<file path="config.mk">
export PLATFORM = sky130hd
export DESIGN_NAME = mean_window
export DESIGN_NICKNAME = d
export VERILOG_FILES = /design/src/rtl/mean_pkg.sv /design/src/rtl/mean_tap_sreg.sv /design/src/rtl/mean_window.sv
export SDC_FILE = /design/constraint.sdc
export NUM_CORES = 1
export LEC_CHECK = 0
export BUFFER_PORTS_ARGS = -buffer_cell sky130_fd_sc_hd__buf_4
export CORE_ASPECT_RATIO = 1.1
export CORE_MARGIN = 2
export CORE_UTILIZATION = 30
export DETAILED_ROUTE_END_ITERATION = 8
export PLACE_DENSITY = 0.63
export SYNTH_ARGS = -nofsm -noshare
export SYNTH_HDL_FRONTEND = slang
export SYNTH_HIERARCHICAL = 1
export SYNTH_SLANG_ARGS = --single-unit
</file>
<file path="constraint.sdc">
create_clock -name clk -period 1.98 [get_ports clk]
set_input_delay 0.198 -clock clk [delete_from_list [all_inputs] [get_ports clk]]
set_output_delay 0.198 -clock clk [all_outputs]
set_load 0.01 [all_outputs]
</file>
<file path="src/rtl/mean_pkg.sv">
// Shared constants and types for the sliding mean window.
// Contents: default sample width, tap count, fill/stride counter widths,
// and the window-fill FSM state type.
package mean_pkg;

  localparam int unsigned WID_DEF  = 16;
  localparam int unsigned N_TAPS   = 8;
  localparam int unsigned FILL_W   = 4;  // holds 0..N_TAPS
  localparam int unsigned STRIDE_W = 3;  // counts 0..STRIDE-1, STRIDE <= 8

  typedef enum logic [1:0] {
    EMPTY   = 2'd0,
    FILLING = 2'd1,
    FULL    = 2'd2
  } state_e;

endpackage

</file>
<file path="src/rtl/mean_tap_sreg.sv">
// Tap shift register: on shift_en the new sample enters tap 0 and every
// tap moves one place older; the oldest tap falls off the end.
// Ports:
//   clk      rising-edge clock
//   rst      synchronous active-high reset, clears all taps
//   shift_en shift one sample in this edge
//   din      incoming sample
//   taps     tap values, taps[0] newest
module mean_tap_sreg #(
  parameter int unsigned WID    = 16,
  parameter int unsigned N_TAPS = 8
) (
  input  logic                         clk,
  input  logic                         rst,
  input  logic                         shift_en,
  input  logic [WID-1:0]               din,
  output logic [N_TAPS-1:0][WID-1:0]   taps
);

  logic [N_TAPS-1:0][WID-1:0] taps_q;

  // Shift toward higher indices; index 0 takes the new sample
  always_ff @(posedge clk) begin
    if (rst) begin
      taps_q <= '0;
    end else if (shift_en) begin
      taps_q <= {taps_q[N_TAPS-2:0], din};
    end
  end

  assign taps = taps_q;

endmodule

</file>
<file path="src/rtl/mean_window.sv">
// Sliding window of the last N_TAPS accepted samples, feeding an averager.
// Signals a complete window once full, then every STRIDE-th accept.
// Ports:
//   clk, rst              clock, synchronous active-high reset
//   s_data/s_valid        upstream sample and its valid
//   s_ready               combinational, low only while flush is high
//   flush                 restart filling (taps keep their values)
//   out_000..out_007      window taps, out_000 newest
//   out_valid             registered one-cycle pulse per emitted window
//   fill_cnt              number of valid taps, 0..8
// Build option: define MEAN_WINDOW_HOLD_EN to drive the taps outputs from a
// snapshot taken on each emission instead of the live shift register.
module mean_window
  import mean_pkg::*;
#(
  parameter int unsigned WID    = WID_DEF,
  parameter int unsigned STRIDE = 1
) (
  input  logic              clk,
  input  logic              rst,
  input  logic [WID-1:0]    s_data,
  input  logic              s_valid,
  output logic              s_ready,
  input  logic              flush,
  output logic [WID-1:0]    out_000,
  output logic [WID-1:0]    out_001,
  output logic [WID-1:0]    out_002,
  output logic [WID-1:0]    out_003,
  output logic [WID-1:0]    out_004,
  output logic [WID-1:0]    out_005,
  output logic [WID-1:0]    out_006,
  output logic [WID-1:0]    out_007,
  output logic              out_valid,
  output logic [FILL_W-1:0] fill_cnt
);

  state_e                     state_q, state_d;
  logic [FILL_W-1:0]          fill_q, fill_d;
  logic [STRIDE_W-1:0]        stride_q, stride_d;
  logic                       out_valid_q, out_valid_d;
  logic                       accept;
  logic [N_TAPS-1:0][WID-1:0] taps;
  logic [N_TAPS-1:0][WID-1:0] win;

  assign s_ready = ~flush;
  assign accept  = s_valid & s_ready;

  mean_tap_sreg #(
    .WID    (WID),
    .N_TAPS (N_TAPS)
  ) u_sreg (
    .clk      (clk),
    .rst      (rst),
    .shift_en (accept),
    .din      (s_data),
    .taps     (taps)
  );

  // Fill tracking and emission decision
  always_comb begin
    state_d     = state_q;
    fill_d      = fill_q;
    stride_d    = stride_q;
    out_valid_d = 1'b0;
    if (flush) begin
      state_d  = EMPTY;
      fill_d   = '0;
      stride_d = '0;
    end else if (accept) begin
      case (state_q)
        EMPTY: begin
          state_d = FILLING;
          fill_d  = FILL_W'(1);
        end
        FILLING: begin
          fill_d = fill_q + FILL_W'(1);
          if (fill_q == FILL_W'(N_TAPS - 1)) begin
            state_d     = FULL;
            out_valid_d = 1'b1;
            stride_d    = '0;
          end
        end
        FULL: begin
          // Counter holds accepts since last emission, minus one
          if (stride_q == STRIDE_W'(STRIDE - 1)) begin
            out_valid_d = 1'b1;
            stride_d    = '0;
          end else begin
            stride_d = stride_q + STRIDE_W'(1);
          end
        end
        default: begin
          state_d = EMPTY;
          fill_d  = '0;
        end
      endcase
    end
  end

  always_ff @(posedge clk) begin
    if (rst) begin
      state_q     <= EMPTY;
      fill_q      <= '0;
      stride_q    <= '0;
      out_valid_q <= 1'b0;
    end else begin
      state_q     <= state_d;
      fill_q      <= fill_d;
      stride_q    <= stride_d;
      out_valid_q <= out_valid_d;
    end
  end

`ifdef MEAN_WINDOW_HOLD_EN
  logic [N_TAPS-1:0][WID-1:0] snap_q;
  logic [N_TAPS-1:0][WID-1:0] taps_nxt;

  // Snapshot the window as it will look after this edge's shift
  assign taps_nxt = {taps[N_TAPS-2:0], s_data};

  always_ff @(posedge clk) begin
    if (rst) begin
      snap_q <= '0;
    end else if (out_valid_d) begin
      snap_q <= taps_nxt;
    end
  end

  assign win = snap_q;
`else
  assign win = taps;
`endif

  assign out_000   = win[0];
  assign out_001   = win[1];
  assign out_002   = win[2];
  assign out_003   = win[3];
  assign out_004   = win[4];
  assign out_005   = win[5];
  assign out_006   = win[6];
  assign out_007   = win[7];
  assign out_valid = out_valid_q;
  assign fill_cnt  = fill_q;

endmodule

</file>
**Yosys cells after proc, flatten, opt, wreduce, memory -nomap -nowiden**

Index checks and enable logic that the tools add are counted.
W data, S select, Z words.

- Input port bits: 20
- Word-level logic and storage cells: 39
- Output and inout port bits: 134
- Bits in registers: 138

- $add $sub $neg: 2
- Reduce and logical (&&, ||, !) cells: 8
- Bitwise gates (word level): 4
- Eq/ne operators: 4
- Multiplexer cells: 9

Operator list:

| kind | number |
|---|---|
| $pmux W4 S3 | 1 |
| $mux W3 | 2 |
| $pmux W2 S3 | 1 |
| $pmux W3 S2 | 1 |
| $reduce_and A3 Y1 | 2 |
| $add A4 B1 Y4 const B | 1 |
| $eq A4 B3 Y1 const B | 1 |
| $add A3 B1 Y3 const B | 1 |
| $logic_not A3 Y1 | 1 |
| $not A1 Y1 | 3 |
| $reduce_or A3 Y1 | 1 |
| $eq A2 B1 Y1 const B | 1 |
| $eq A2 B2 Y1 const B | 1 |
| $logic_not A2 Y1 | 1 |
| $mux W1 | 2 |
| $mux W2 | 1 |
| $ne A2 B2 Y1 const B | 1 |
| $pmux W1 S2 | 1 |
| $reduce_and A2 Y1 | 1 |
| $reduce_bool A2 Y1 | 1 |
| $reduce_or A2 Y1 | 1 |
| $and A1 B1 Y1 | 1 |

**Longest topological paths before layout**

- Word-level depth: 4
- Mapped depth: 6
- Depth with buffers taken out: 6

**Hierarchy**

The synthesis kept the hierarchy.

By module, submodules not included:

| module | seq. area each (um^2) | area each (um^2) | cells an instance | times used |
|---|---|---|---|---|
| mean_tap_sreg | 2562.5 | 4652.0 | 412 | 1 |
| mean_window | 200.2 | 611.8 | 66 | 1 |

**Worst setup path before layout**

Ideal clock, no wire load.

- Path kind: flip-flop to flip-flop
- Start point: register state_q[0]
- End point: register state_q[0]
- Buffers on the path: 0
- Setup time: 87 ps
- Data arrival time: 1325 ps
- Stages on the path, launching flop included: 7
- Required time: 1893 ps
- Slack: 568 ps
- Clock period less this slack: 1412 ps
- Cell sequence: dfxtp_1 inv_1 ha_1 nor3b_4 a21boi_2 nand3_1 o31ai_1

- Word-level cells in the longest chain between the ends: 3
- Elaborated cells between the ends (all ways): 7
- Classes of those cells: eq/ne (3); mux (1); bitwise (1); reduce/logical (2)

RTL lines:

| item | RTL line | text |
|---|---|---|
| start, declared | mean_window.sv:37 | `state_e state_q, state_d;` |
| start signal, assigned | mean_window.sv:107 | `state_q <= state_d;` |
| $eq A2 B1 Y1 or $eq A2 B2 Y1 (tied branches) | mean_window.sv:70 | `case (state_q)` |
| $ne A2 B2 Y1 (no line) or $not A1 Y1 (tied branches) | - |  |
| $reduce_and A3 Y1 (no line) | - |  |

Several ways; a longest one is shown, not always the timed one.
A chain may end at the register's enable or synchronous reset.

**Worst setup path after layout**

Same ends and word-level chain as after synthesis.

==> results.txt <==
Routed wire length per instance: 13.8 um
Pre-CTS WS: 0.361 ns
Number of cells on the worst reg-to-reg path: 6
Clock root buffer: clkbuf_16
Clock-pin slew of the registers on the worst-case setup and hold paths: 0.06 ns
Switching power as a share of total power: 23.1%
Largest stage delay on the critical path: 0.37 ns
Top achievable clock speed: 602 MHz
Leftover overflow at the end of global routing: 0
Endpoint arrival time on the critical path: 1.98 ns
Count of endpoints failing hold in the final timing report: 0
Vias per cell: 4.39
Average instance area after synthesis: 11.0 um2
Yosys warnings: 6
Worst min-delay path startpoint: s_data[13]
Power density relative to cell area: 869 mW/mm2
Placement row count: 50
N_diodes: 0
Iter 0 DRT Violations: 147
Ports placed on the boundary: 154
Number of nets with antenna violations after routing: 0
Worst slew pin tran: 0.495 ns
Signed area change from the synthesized netlist to the final layout: 34.4%
Timing startpoint of the critical path: state_q[0]
Core occupancy in the finished layout: 41.4%
Final critical-path required period: 1.66 ns
Maximum count of clock buffers along a single path: 2
Reg2reg start: state_q[0]
Clock insertion delay at the later pin of the skew report: 0.41 ns
DR vias: 3858
Clock share of power: 48.8%
Width of the die: 130 um
Post-CTS Repair Setup Buffers: 0
Largest driver fanout on the critical path: 7
Overall fraction of global-route tracks in use: 13.1%
Final cell count without fillers: 879
Drt drc: 0
Critical path class: register to register
Relative max-transition margin: 67.0%
Post-Synthesis Cell Area: 0.00526 mm2
Area enclosed by the die boundary: 0.0186 mm2
Number of clock sinks: 138
Via count of the first global-routing pass: 3630
Number of nets in the synthesized netlist: 505
Sequential element share of the synthesized area: 52.5%
Post-layout nets: 659
Critical path required time: 2.30 ns
Outcome: finished clean
Final period utilization: 83.9%
Total placed cells including tap cells: 846
Seq. cell area: 0.00276 mm2
Area of combinational cells with multiple inputs: 0.00215 mm2
Startpoint Class: register
Detailed Routing Iterations Pass 1: 4
Layout cells sized above 1: 31.0%
Final max-slew violation count: 0
Slack of the critical path: 0.319 ns
Synthesized instance count: 478
Cts bufs inserted: 17
Sum of negative setup slack: 0 ns
Library cell contributing the largest single delay on the critical path: dfxtp_1
Last weighted congestion value of the routability-driven placer: 0.860
Setup repair after global routing missed its margin: no
First-pass GRT wire length: 19100 um
Cells on Worst Hold Path: 3
Wire length after detailed routing: 12100 um
Proportion of power drawn by flip-flops and latches: 46.0%
Core Region: 0.0171 mm2
Starting utilization of the core area: 30.8%
Pin count of the biggest net entering global routing: 80
Clock tree from TritonCTS: built
Unique cell type count in the Yosys netlist: 34
Fillers: 1645
Input/output buffers: 153
Max_cap viols: 0
DPL Wire Length: 8490 um
Worst path cell trace: inv_1, ha_1, nor3b_4, a21boi_2, nand3_1, o31ai_1
Total of flip-flops plus latches after synthesis: 138
Number of antenna violations at the first check in global routing: 0
Logic pwr share: 5.3%
Crit path capture type: register
Worst ir drop on vdd: 0.000493 V
Number of H-tree branching levels: 4
Count of endpoints failing setup in the final report: 0
Die H: 143 um
Int Power: 4.73 mW
Standby leakage power: 3.08 nW
Net Sw Power: 1.42 mW
Skew final: 0.00679 ns
Worst min path class: primary input to register
Overall power: 6.15 mW
[cell usage in the layout (no fill, tap or decap), types with 2 or more instances in the layout]
master / synthesis / final
xor2_1: 2 / 2
clkinv_4: 0 / 5
nor2b_1: 3 / 3
nand2b_1: 2 / 2
clkinvlp_4: 0 / 3
inv_1: 6 / 6
a21oi_1: 3 / 3
ha_1: 7 / 7
inv_6: 0 / 2
o21ai_1: 2 / 2
dfxtp_1: 138 / 138
o31ai_1: 2 / 2
nand3_1: 4 / 4
buf_4: 0 / 159
nor2_1: 132 / 132
clkbuf_1: 11 / 2
nand2_1: 3 / 3
clkbuf_16: 0 / 17
buf_12: 13 / 4
mux2i_1: 128 / 128
[worst paths after layout]
check / to / slack (ns)
min: u_sreg/taps[13] / 0.02
min reg2reg: u_sreg/taps[113] / 0.49
max: state_q[0] / 0.32
max reg2reg: state_q[0] / 0.32
[metrics by stage]
stage               area [um2]  hold WS, ns
floorplan                 5260        0.338
global placement          6500        0.429
detailed placement        6500        0.441
CTS                       7070      0.00142
global route              7070      0.00309
finish                    7070       0.0189
[timing repair]
| item | in CTS | in global routing |
|---|---|---|
| resized for setup | 0 | 0 |
| hold buffers | 1 | 0 |
| setup endpoints to repair | 0 | 0 |
| endpoints found under the hold margin | 1 | 0 |
[power groups by stage]
stage | Clock [mW] | Combinational, mW | Sequential, mW
2_1_floorplan | 0 | 0.245 | 2.89
3_3_place_gp | 0 | 0.319 | 2.89
3_5_place_dp | 0 | 0.324 | 2.89
4_1_cts | 3.10 | 0.327 | 2.83
5_1_grt | 3.21 | 0.349 | 2.83
6_report | 3.00 | 0.323 | 2.83
[worst max-delay path, delay by kind of cell (launching register included)]
family,cells,cell delay [ns]
adders and majority gates,1,0.30
AOI/OAI and AO/OA,2,0.36
DFF,1,0.37
and+or+nand+nor,2,0.43
buffers and inverters,1,0.10
[layout make-up]
| class | count | share of cell area, % |
|---|---|---|
| flip-flops and latches | 138 | 39.1 |
| multi-input cells | 305 | 30.3 |
| repair buffers | 164 | 18.1 |
| inverters | 6 | 0.318 |
| clock inverters | 12 | 1.68 |
| clock buffers | 20 | 6.32 |
| well taps | 234 | 4.14 |
[state kept, by name, summed over array words and instances, names as in the netlist]
register,count
state_q,2
stride_q,3
fill_cnt,4
u_sreg/taps,128
out_valid,1
[cells by family after synthesis]
kind of cell / after synthesis / share of synthesized area (%)
AND/OR/NAND/NOR: 154 / 12.3
XOR/XNOR: 2 / 0.333
buffers and inverters: 35 / 6.75
adder cells (fa/ha/maj): 7 / 1.66
multiplexers: 128 / 24.3
flip-flops: 138 / 52.5
AO/OA/AOI/OAI: 14 / 2.12
[cells in the mapped netlist, drive strengths merged]
cell | number | area, um2
a211oi | 1 | 7.51
a21boi | 1 | 11.3
a21o | 1 | 7.51
a21oi | 3 | 15.0
and2 | 1 | 6.26
and2b | 1 | 10.0
and3 | 1 | 6.26
and4b | 1 | 13.8
buf | 18 | 292
clkbuf | 11 | 41.3
dfxtp | 138 | 2760
ha | 7 | 87.6
inv | 6 | 22.5
mux2i | 128 | 1280
nand2 | 3 | 11.3
nand2b | 2 | 12.5
nand3 | 4 | 20.0
nand3b | 1 | 7.51
nand4 | 1 | 6.26
nand4b | 1 | 8.76
nor2 | 133 | 502
nor2b | 3 | 18.8
nor3b | 1 | 18.8
o2111a | 1 | 11.3
o21a | 1 | 15.0
o21ai | 2 | 10.0
o22ai | 1 | 6.26
o31ai | 3 | 27.5
or2 | 1 | 6.26
xor2 | 2 | 17.5
[routing by layer]
metal,wire [um],global-route usage (%),vias up
met3,754,4.91,12
li1,-,-,1921
met1,5760,17.2,1802
met5,0,0,-
met2,5440,19.8,123
met4,132,4.36,0
Power figures use the tool's default switching activity.
